[config.mk]
export PLATFORM = sky130hd
export DESIGN_NAME = mmk_deadlock_report_unit
export DESIGN_NICKNAME = d
export VERILOG_FILES = /design/src/rtl/mmk_deadlock_pkg.sv /design/src/rtl/mmk_dl_path_buf.sv /design/src/rtl/mmk_deadlock_report_unit.sv
export SDC_FILE = /design/constraint.sdc
export NUM_CORES = 1
export LEC_CHECK = 0
export ABC_CLOCK_PERIOD_IN_PS = 3500
export CAP_MARGIN = 15
export CELL_PAD_IN_SITES_DETAIL_PLACEMENT = 1
export CELL_PAD_IN_SITES_GLOBAL_PLACEMENT = 2
export CORE_MARGIN = 5
export CORE_UTILIZATION = 37
export CTS_CLUSTER_DIAMETER = 120
export DETAILED_ROUTE_END_ITERATION = 16
export GPL_ROUTABILITY_DRIVEN = 0
export PLACE_DENSITY = 0.89
export SYNTH_ARGS = -nofsm -noshare
export SYNTH_HDL_FRONTEND = slang
export SYNTH_SLANG_ARGS = --single-unit
[constraint.sdc]
create_clock -name clock -period 3.5 [get_ports clock]
set_clock_uncertainty 0.05 [all_clocks]
set_input_delay 0.7 -clock clock [delete_from_list [all_inputs] [get_ports clock]]
set_output_delay 0.7 -clock clock [all_outputs]
set_load 0.02 [all_outputs]
[src/rtl/mmk_deadlock_pkg.sv]
`default_nettype none
// ============================================================================
// Module  : mmk_deadlock_pkg
// Brief   : Shared types and helpers for the MatrixMultiplicationKernel
//           deadlock detect/report stages.
// Revision: 1.0
// ============================================================================
package mmk_deadlock_pkg;

   localparam int c_MAX_PROC = 32;

   typedef enum logic [2:0] {
      IDLE   = 3'd0,
      ARM    = 3'd1,
      TRACE  = 3'd2,
      REPORT = 3'd3,
      DONE   = 3'd4
   } dl_state_t;

   function automatic int idx_w(input int n);
      return (n <= 2) ? 1 : $clog2(n);
   endfunction

   // Index of the lowest set bit; 0 when no bit is set.
   function automatic logic [7:0] lowest_set_idx(input logic [c_MAX_PROC-1:0] v);
      logic [7:0] r;
      r = '0;
      for (int i = c_MAX_PROC - 1; i >= 0; i--) begin
         if (v[i]) r = 8'(i);
      end
      return r;
   endfunction

endpackage
`default_nettype wire

[src/rtl/mmk_dl_path_buf.sv]
`default_nettype none
// ============================================================================
// Module  : mmk_dl_path_buf
// Brief   : Register buffer holding the traced process path, read in order.
// Revision: 1.0
// ============================================================================
module mmk_dl_path_buf #(
   parameter  int DEPTH = 8,
   parameter  int W     = 2,
   localparam int PW    = $clog2(DEPTH),
   localparam int CW    = PW + 1
) (
   input  logic          clock,
   input  logic          reset,
   input  logic          init,
   input  logic [W-1:0]  init_data,
   input  logic          push,
   input  logic [W-1:0]  push_data,
   input  logic          pop,
   input  logic          clear,
   output logic [W-1:0]  rd_data,
   output logic          rd_last,
   output logic [CW-1:0] count,
   output logic          full,
   output logic          overflow
);

   logic [W-1:0]  r_mem [DEPTH];
   logic [PW-1:0] r_wr_ptr;
   logic [PW-1:0] r_rd_ptr;
   logic [CW-1:0] r_count;
   logic          r_overflow;

   assign full     = (r_count == CW'(DEPTH));
   assign rd_data  = r_mem[r_rd_ptr];
   assign rd_last  = ({1'b0, r_rd_ptr} == (r_count - CW'(1)));
   assign count    = r_count;
   assign overflow = r_overflow;

   always_ff @(posedge clock or negedge reset) begin
      if (!reset) begin
         for (int i = 0; i < DEPTH; i++) r_mem[i] <= '0;
         r_wr_ptr   <= '0;
         r_rd_ptr   <= '0;
         r_count    <= '0;
         r_overflow <= 1'b0;
      end else if (clear) begin
         r_wr_ptr   <= '0;
         r_rd_ptr   <= '0;
         r_count    <= '0;
         r_overflow <= 1'b0;
      end else if (init) begin
         r_mem[0]   <= init_data;
         r_wr_ptr   <= PW'(1);
         r_rd_ptr   <= '0;
         r_count    <= CW'(1);
         r_overflow <= 1'b0;
      end else begin
         // A push into a full buffer is dropped and only flagged.
         if (push) begin
            if (full) begin
               r_overflow <= 1'b1;
            end else begin
               r_mem[r_wr_ptr] <= push_data;
               r_wr_ptr        <= r_wr_ptr + PW'(1);
               r_count         <= r_count + CW'(1);
            end
         end
         if (pop) r_rd_ptr <= r_rd_ptr + PW'(1);
      end
   end

endmodule
`default_nettype wire

[src/rtl/mmk_deadlock_report_unit.sv]
`default_nettype none
// ============================================================================
// Module  : mmk_deadlock_report_unit
// Brief   : Elects a deadlock origin, traces the token around the dependence
//           cycle and streams the visited process IDs out as a report.
// Revision: 1.0
// ============================================================================
module mmk_deadlock_report_unit
   import mmk_deadlock_pkg::*;
#(
   parameter  int PROC_NUM      = 4,
   parameter  int PATH_DEPTH    = 8,
   parameter  int TRACE_TIMEOUT = 1024,
   localparam int IDX_W         = idx_w(PROC_NUM)
) (
   input  logic                clock,
   input  logic                reset,
   input  logic [PROC_NUM-1:0] dl_detect_vec,
   input  logic [PROC_NUM-1:0] token_seen_vec,
   output logic                dl_detect_in,
   output logic [PROC_NUM-1:0] origin_vec,
   output logic                token_clear,
   output logic                rpt_valid,
   input  logic                rpt_ready,
   output logic [IDX_W-1:0]    rpt_data,
   output logic                rpt_last,
   output logic                rpt_timeout,
   output logic                busy,
   input  logic                sw_clear
);

   localparam int c_TW = $clog2(TRACE_TIMEOUT) + 1;
   localparam int c_CW = $clog2(PATH_DEPTH) + 1;

   dl_state_t         r_state, w_next;
   logic [IDX_W-1:0]  r_origin_idx, r_last_idx;
   logic [c_TW-1:0]   r_timer;
   logic              r_dl_detect_in, r_timeout;

   logic [PROC_NUM-1:0] w_origin_oh, w_others;
   logic [IDX_W-1:0]    w_cand, w_detect_idx, w_buf_data;
   logic [c_CW-1:0]     w_buf_count, w_count_eff;
   logic                w_append, w_grow, w_drop, w_home, w_expire;
   logic                w_buf_last, w_buf_full, w_buf_ovf;
   logic                w_load_origin, w_buf_init, w_buf_pop, w_buf_clear;
   logic                w_set_dl, w_set_to, w_clear_flags, w_timer_clr, w_timer_inc;

   assign w_origin_oh  = PROC_NUM'(1) << r_origin_idx;
   assign w_others     = token_seen_vec & ~w_origin_oh;
   assign w_cand       = IDX_W'(lowest_set_idx(c_MAX_PROC'(w_others)));
   assign w_detect_idx = IDX_W'(lowest_set_idx(c_MAX_PROC'(dl_detect_vec)));

   // Append is evaluated before the home test, so home sees the updated count.
   assign w_append    = (|w_others) && (w_cand != r_last_idx);
   assign w_grow      = w_append && !w_buf_full;
   assign w_drop      = w_append && w_buf_full;
   assign w_count_eff = w_buf_count + c_CW'(w_grow);
   assign w_home      = token_seen_vec[r_origin_idx] && dl_detect_vec[r_origin_idx]
                        && (w_count_eff >= c_CW'(2));
   assign w_expire    = (r_timer == c_TW'(TRACE_TIMEOUT - 1));

   always_ff @(posedge clock or negedge reset) begin
      if (!reset) r_state <= IDLE;
      else        r_state <= w_next;
   end

   always_comb begin
      w_next        = r_state;
      origin_vec    = '0;
      token_clear   = 1'b0;
      w_load_origin = 1'b0;
      w_buf_init    = 1'b0;
      w_buf_pop     = 1'b0;
      w_buf_clear   = 1'b0;
      w_set_dl      = 1'b0;
      w_set_to      = 1'b0;
      w_clear_flags = 1'b0;
      w_timer_clr   = 1'b0;
      w_timer_inc   = 1'b0;
      case (r_state)
         IDLE: begin
            if (|dl_detect_vec) begin
               w_load_origin = 1'b1;
               w_next        = ARM;
            end
         end
         ARM: begin
            origin_vec  = w_origin_oh;
            w_set_dl    = 1'b1;
            w_buf_init  = 1'b1;
            w_timer_clr = 1'b1;
            w_next      = TRACE;
         end
         TRACE: begin
            w_timer_inc = 1'b1;
            token_clear = w_home || w_expire;
            w_set_to    = w_drop || w_expire;
            if (w_drop || w_home || w_expire) w_next = REPORT;
         end
         REPORT: begin
            if (rpt_ready) begin
               if (w_buf_last) w_next    = DONE;
               else            w_buf_pop = 1'b1;
            end
         end
         DONE: begin
            if (sw_clear) begin
               w_buf_clear   = 1'b1;
               w_clear_flags = 1'b1;
               w_next        = IDLE;
            end
         end
         default: w_next = IDLE;
      endcase
   end

   always_ff @(posedge clock or negedge reset) begin
      if (!reset) begin
         r_origin_idx   <= '0;
         r_last_idx     <= '0;
         r_timer        <= '0;
         r_dl_detect_in <= 1'b0;
         r_timeout      <= 1'b0;
      end else begin
         if (w_load_origin) r_origin_idx <= w_detect_idx;
         if (w_buf_init)                r_last_idx <= r_origin_idx;
         else if (w_timer_inc && w_grow) r_last_idx <= w_cand;
         if (w_set_dl)           r_dl_detect_in <= 1'b1;
         else if (w_clear_flags) r_dl_detect_in <= 1'b0;
         if (w_set_to)           r_timeout <= 1'b1;
         else if (w_clear_flags) r_timeout <= 1'b0;
         if (w_timer_clr) r_timer <= '0;
         else if (w_timer_inc && (r_timer != {c_TW{1'b1}})) r_timer <= r_timer + c_TW'(1);
      end
   end

   mmk_dl_path_buf #(
      .DEPTH (PATH_DEPTH),
      .W     (IDX_W)
   ) u_path_buf (
      .clock     (clock),
      .reset     (reset),
      .init      (w_buf_init),
      .init_data (r_origin_idx),
      .push      (w_timer_inc && w_append),
      .push_data (w_cand),
      .pop       (w_buf_pop),
      .clear     (w_buf_clear),
      .rd_data   (w_buf_data),
      .rd_last   (w_buf_last),
      .count     (w_buf_count),
      .full      (w_buf_full),
      .overflow  (w_buf_ovf)
   );

   assign dl_detect_in = r_dl_detect_in;
   assign rpt_valid    = (r_state == REPORT);
   assign rpt_data     = rpt_valid ? w_buf_data : '0;
   assign rpt_last     = rpt_valid && w_buf_last;
   assign rpt_timeout  = r_timeout || w_buf_ovf;
   assign busy         = (r_state != IDLE);

endmodule
`default_nettype wire

; ---- Word-level counts from Yosys, hierarchy flattened
; Cells that the tools add are included.
; W data, S select, Z words.
[totals]
reg_bits = 47
inputBits = 12
output_inout_bits = 12
wordCells = 148
[op_classes]
addsub = 6
order_cmp = 5
n_eq_ne = 16
n_shift = 1
n_mux = 62
n_bitwise = 7
reduce_logical = 33
[op_table]
columns = cell, count
row1 = $mux W3, 12
row2 = $mux W16, 2
row3 = $mux W2, 15
row4 = $mux W11, 2
row5 = $mux W1, 20
row6 = $mux W4, 5
row7 = $bwmux W16, 1
row8 = $pmux W3 S5, 1
row9 = $reduce_bool A3 Y1, 4
row10 = $add A11 B1 Y11 const B, 1
row11 = $eq A11 B10 Y1 const B, 1
row12 = $ne A11 B11 Y1 const B, 1
row13 = $logic_and A1 B1 Y1, 10
row14 = $reduce_bool A2 Y1, 5
row15 = $ge A4 B4 Y1 const B, 2
row16 = $not A3 Y4, 2
row17 = $reduce_or A4 Y1, 2
row18 = $add A3 B1 Y3 const B, 2
row19 = $bmux W2 S3, 1
row20 = $demux W2 S3, 1
row21 = $eq A3 B2 Y1 const B, 2
row22 = $ne A2 B1 Y1 const B, 3
row23 = $ne A2 B2 Y1 const B, 3
row24 = $logic_or A1 B1 Y1, 5
row25 = other kinds (23), 27

; ---- Logic depth before layout (Yosys ltp)
[depth]
depth_word = 17
ltp_mapped = 13
ltp_nobuf = 13

; ---- Hierarchy
; A second synthesis with hierarchy kept.
[unflattened]
cells_unflattened = 281
area_unflattened_um2 = 2816.5
[by_module_without_submodules]
columns = mod, instances, cells_per_inst, area_each_um2, seq_area_each_um2
row1 = mmk_dl_path_buf, 1, 121, 1456.4, 675.6
row2 = mmk_deadlock_report_unit, 1, 160, 1360.1, 500.5

; ---- Worst setup path before layout
; OpenSTA, ideal clock, no wires.
[synth_timing]
kind = input port to output port
from = input token_seen_vec[1]
to = output token_clear
arrival_time_ns = 2.701
t_required_ns = 2.750
path_slack_ns = 0.049
path_stages = 11
path_buffers = 0
path_cell_list = mux2_4 o22ai_1 xnor2_1 nand3_1 nand2_1 nor2_1 ha_1 ha_1 a31oi_1 o221ai_1 a21oi_1
[synth_via]
elab_chain_cells = 11
word_cells_on_any_way = 15
cone_classes = 1 x add/sub / 1 x order compare / 1 x eq/ne / 5 x mux / 1 x bitwise / 6 x reduce/logical
[synth_lines]
columns = item, line
row1 = from (decl), mmk_deadlock_report_unit.sv:19  ; input logic [PROC_NUM-1:0] token_seen_vec,
row2 = $and A4 B4 Y4, mmk_deadlock_report_unit.sv:49  ; assign w_others = token_seen_vec & ~w_origin_oh;
row3 = $mux W2 (2 in series), mmk_deadlock_pkg.sv:29  ; if (v[i]) r = 8'(i);
row4 = $ne A2 B2 Y1, mmk_deadlock_report_unit.sv:54  ; assign w_append = (|w_others) && (w_cand != r_last_idx);
row5 = $logic_and A1 B1 Y1, mmk_deadlock_report_unit.sv:54
row6 = $logic_and A1 B1 Y1, mmk_deadlock_report_unit.sv:55  ; assign w_grow = w_append && !w_buf_full;
row7 = $add A4 B1 Y4, mmk_deadlock_report_unit.sv:57  ; assign w_count_eff = w_buf_count + c_CW'(w_grow);
row8 = $ge A4 B2 Y1, mmk_deadlock_report_unit.sv:59  ; && (w_count_eff >= c_CW'(2));
row9 = $logic_and A1 B1 Y1 (*), mmk_deadlock_report_unit.sv:59
row10 = $logic_or A1 B1 Y1 (*), mmk_deadlock_report_unit.sv:96  ; token_clear = w_home || w_expire;
row11 = $mux W1 (*), mmk_deadlock_report_unit.sv:80  ; case (r_state)
row12 = to (decl), mmk_deadlock_report_unit.sv:22  ; output logic token_clear,
; Mark *: on every way between the ends. The rest lies on a longest branch, timed or not. The select of a mux whose other input is x is not followed.

; ---- Worst setup path in the final report
[layout_timing]
from = register r_origin_idx[1]
to = output token_clear
[layout_via]
elab_chain_cells = 15
word_cells_on_any_way = 21
cone_classes = 1 x add/sub / 1 x order compare / 1 x eq/ne / 1 x shift / 9 x mux / 2 x bitwise / 6 x reduce/logical
[layout_lines]
columns = item, line
row1 = from (decl), mmk_deadlock_report_unit.sv:36  ; logic [IDX_W-1:0] r_origin_idx, r_last_idx;
row2 = from (signal assigned), mmk_deadlock_report_unit.sv:125  ; if (w_load_origin) r_origin_idx <= w_detect_idx;
row3 = $shl A1 B2 Y4, mmk_deadlock_report_unit.sv:48  ; assign w_origin_oh = PROC_NUM'(1) << r_origin_idx;
row4 = $not A4 Y4, mmk_deadlock_report_unit.sv:49
row5 = $and A4 B4 Y4, mmk_deadlock_report_unit.sv:49
row6 = $mux W2 (4 in series), mmk_deadlock_pkg.sv:29
row7 = $ne A2 B2 Y1, mmk_deadlock_report_unit.sv:54
row8 = $logic_and A1 B1 Y1, mmk_deadlock_report_unit.sv:54
row9 = $logic_and A1 B1 Y1, mmk_deadlock_report_unit.sv:55
row10 = $add A4 B1 Y4, mmk_deadlock_report_unit.sv:57
row11 = $ge A4 B2 Y1, mmk_deadlock_report_unit.sv:59
row12 = $logic_and A1 B1 Y1 (*), mmk_deadlock_report_unit.sv:59
row13 = $logic_or A1 B1 Y1 (*), mmk_deadlock_report_unit.sv:96
row14 = $mux W1 (*), mmk_deadlock_report_unit.sv:80
; Marks and branches as above.

==> flow_summary.ini <==
[outcome]
status = complete, but fails checks
violations = negative setup slack

[sta]
fmax_mhz = 275
rsz0062_at_grt = true
setup_ws_ns = -0.139
hold_viol = 0
report.final.slew_viol_count = 0
worst_slew_pin_slew_ns = 0.719
whs_ns = 0.382
max_slew_margin_pct = 52.1
setup_violations = 1
fin_crit_sh_pct = 104
min_period_ns = 3.64

[synthesis]
async_flop_share_pct = 100
synth_warnings = 0
synthesis.area_um2 = 2790
seq_area_frac_synth_pct = 42.1
synth_cells = 285
syn_avg_cell_area_um2 = 9.79
synth-seq-cells = 47
syn-num-nets = 304
ys_types = 57
synthFlopType = dfrtp_1
synth_edf_count = 0

[critical_path]
critPathMaxFanout = 4
startpoint_type = flop
crit_chain = o21ai_1 -> a21bo_1 -> or3_4 -> nand3_4 -> nand2_2 -> nor2_2 -> ha_2 -> nand2_2 -> xor2_1 -> a31oi_1 -> o221ai_1 -> a21oi_1 -> buf_4
crit_slowest_cell = dfrtp_1
r2r-end = r_state[0]
reg2reg_slack_ns = 0.84
crit_top_cell = nand2_2
end_kind = output port
crit_required_ns = 2.75
critPathMaxStageDelay_ns = 0.45
timing.rr.start = r_origin_idx[0]
worst-r2r-cell-count = 14
arrival_ns = 2.89
path_class = flop to output port

[routing]
drt_iter0_drc = 88
via_per_inst = 5.40
wirelength_mm = 7.37
wl_per_cell_um = 17.1
dr_total_vias = 2328
postRouteAntennaNets = 0
drc = 0
drt-pass1-iter-count = 4

[clock_network]
cts_buffer_depth = 2
clock_latency_ns = 0.31
cts_tree = done
holdBufCountCts = 0
cts_buffers = 5
cts_sinks = 47
ctsRootBufferMaster = clkbuf_8
clk_pin_slew_ns = 0.09
cts_max_level = 2

[placed_design]
dpl_cell_area_um2 = 3260
portBuffers = 23
place_hpwl_mm = 5.41

[layout]
fin_area_um2 = 3470
final_common_cell = dfrtp_1
fin_util_pct = 47.6
n_antenna_cell = 0
drive_gt1_share_pct = 23.2
fillers = 884
final_cell_mix = dfrtp_1, buf_4, nor2_1, nand2_1, clkdlybuf4s50_1
fin_nets = 350
syn_to_final_growth_pct = 24.5

[global_route]
grt_first_pass_wirelength_mm = 12.3
grt_antenna_before_repair = 0
grt_start_max_net_pins = 32
grt_usage_pct = 15.8
grt.overflow.total = 0
grt_pass1_vias = 2473

[floorplanning]
initial_core_util_pct = 38.3
die_area_um2 = 9380
die_h_um = 96.9
rows = 31
coreArea_um2 = 7290
ios = 24
die_w_um = 96.9

[power_and_ir_drop]
cellPowerDensity_nw_per_um2 = 848
finalPower_mw = 2.95
ir_drop_uv = 348
p_leak_nw = 1.57

[run]
maxCapViolCount = 0

[hold_path]
hold_class = input pin to asynchronous set/reset pin
[cells by family after synthesis]
group,synth area share (%)
compound gates,12.6
fa+ha+maj,3.14
mux,13.4
simple gates,20.5
buf+inv,4.48
flops,42.1
xor+xnor,3.77
[repair_timing]
item / CTS / global route
gates resized for setup: 34 / 3
pin swaps: 10 / 7
setup endpoints to repair: 1 / 1
buffers inserted: 3 / 2
[how the worst max path moves through the flow]
stage / start / endpoint / slack [ns] / depth (start not counted)
final: r_origin_idx[1] / token_clear / -0.14 / 13
after global routing: r_origin_idx[0] / token_clear / -0.28 / 13
after CTS: r_origin_idx[1] / token_clear / -0.09 / 13
after detailed placement: token_seen_vec[2] / token_clear / -0.94 / 13
after global placement: token_seen_vec[2] / token_clear / -0.82 / 13
after floorplan: token_seen_vec[1] / token_clear / 0.05 / 11
[through the flow]
stage / worst slack [ns] / cells / TNS (ns)
global placement: -0.818 / 418 / -0.818
floorplan: 0.0488 / 285 / 0
finish: -0.139 / 431 / -0.139
global route: -0.281 / 431 / -0.281
CTS: -0.0889 / 429 / -0.0889
detailed placement: -0.943 / 418 / -0.943
[critical path, delay by kind of cell (launching register included)]
kind | cells | cell delay [ns]
AOI/OAI and AO/OA | 5 | 0.89
xor gates and xnor gates | 1 | 0.13
adders and majority gates | 1 | 0.22
buffers and inverters | 1 | 0.17
DFF | 1 | 0.45
and+or+nand+nor | 5 | 0.72
[cell usage after synthesis, types with 2 or more instances]
library cell	instances	area share [%]
inv_1	12	1.6
and4_1	2	0.63
and3_1	5	1.1
ha_1	7	3.1
o22a_1	3	0.94
nand2_1	27	3.6
o31ai_1	3	0.81
or2_2	3	0.67
o211ai_1	3	0.81
nand3_1	10	1.8
mux2_1	10	4.0
mux2_2	4	1.6
o21ai_1	2	0.36
buf_2	4	0.72
clkbuf_1	8	1.1
a31oi_1	3	0.67
nor2b_1	2	0.45
xor2_1	7	2.2
and3b_1	2	0.63
a21oi_1	5	0.90
o21a_1	3	0.81
dfrtp_1	47	42
nand4_1	12	2.7
and2_1	3	0.67
nand2b_1	2	0.45
mux2i_1	11	3.9
xnor2_1	5	1.6
nor3_1	5	0.90
o21ai_0	17	3.0
buf_4	2	0.54
nand4b_1	2	0.63
nor2_1	26	3.5
mux4_2	4	3.2
[metal layers]
metal / wire [um] / vias up / GRT usage, %
met5: 0 / - / 0
met4: 112 / 0 / 3.35
met3: 165 / 11 / 3.31
met2: 3820 / 24 / 28.2
met1: 3280 / 1181 / 19.5
li1: - / 1112 / -
[power breakdown]
group	total, mW	internal (mW)	switching (mW)
logic	1.55	0.777	0.775
registers	0.983	0.737	0.245
clock network	0.411	0.213	0.198
[registers in the layout, indices dropped and copies added, names as in the netlist]
register	cells
r_last_idx	2
u_path_buf.r_wr_ptr	3
r_state	3
u_path_buf.r_mem	16
r_origin_idx	2
u_path_buf.count	4
u_path_buf.r_rd_ptr	3
dl_detect_in	1
r_timeout	1
u_path_buf.overflow	1
r_timer	11
[layout make-up]
cell class | instances | area (um^2) | share of cell area, %
tap | 99 | 124 | 3.57
clock inverter | 3 | 43.8 | 1.26
clock buffer | 5 | 68.8 | 1.98
inverter | 13 | 48.8 | 1.40
sequential | 47 | 1180 | 33.9
multi-input combinational | 210 | 1570 | 45.3
timing repair buffer | 54 | 439 | 12.6
No activity file was read; power rests on OpenSTA's default activity.
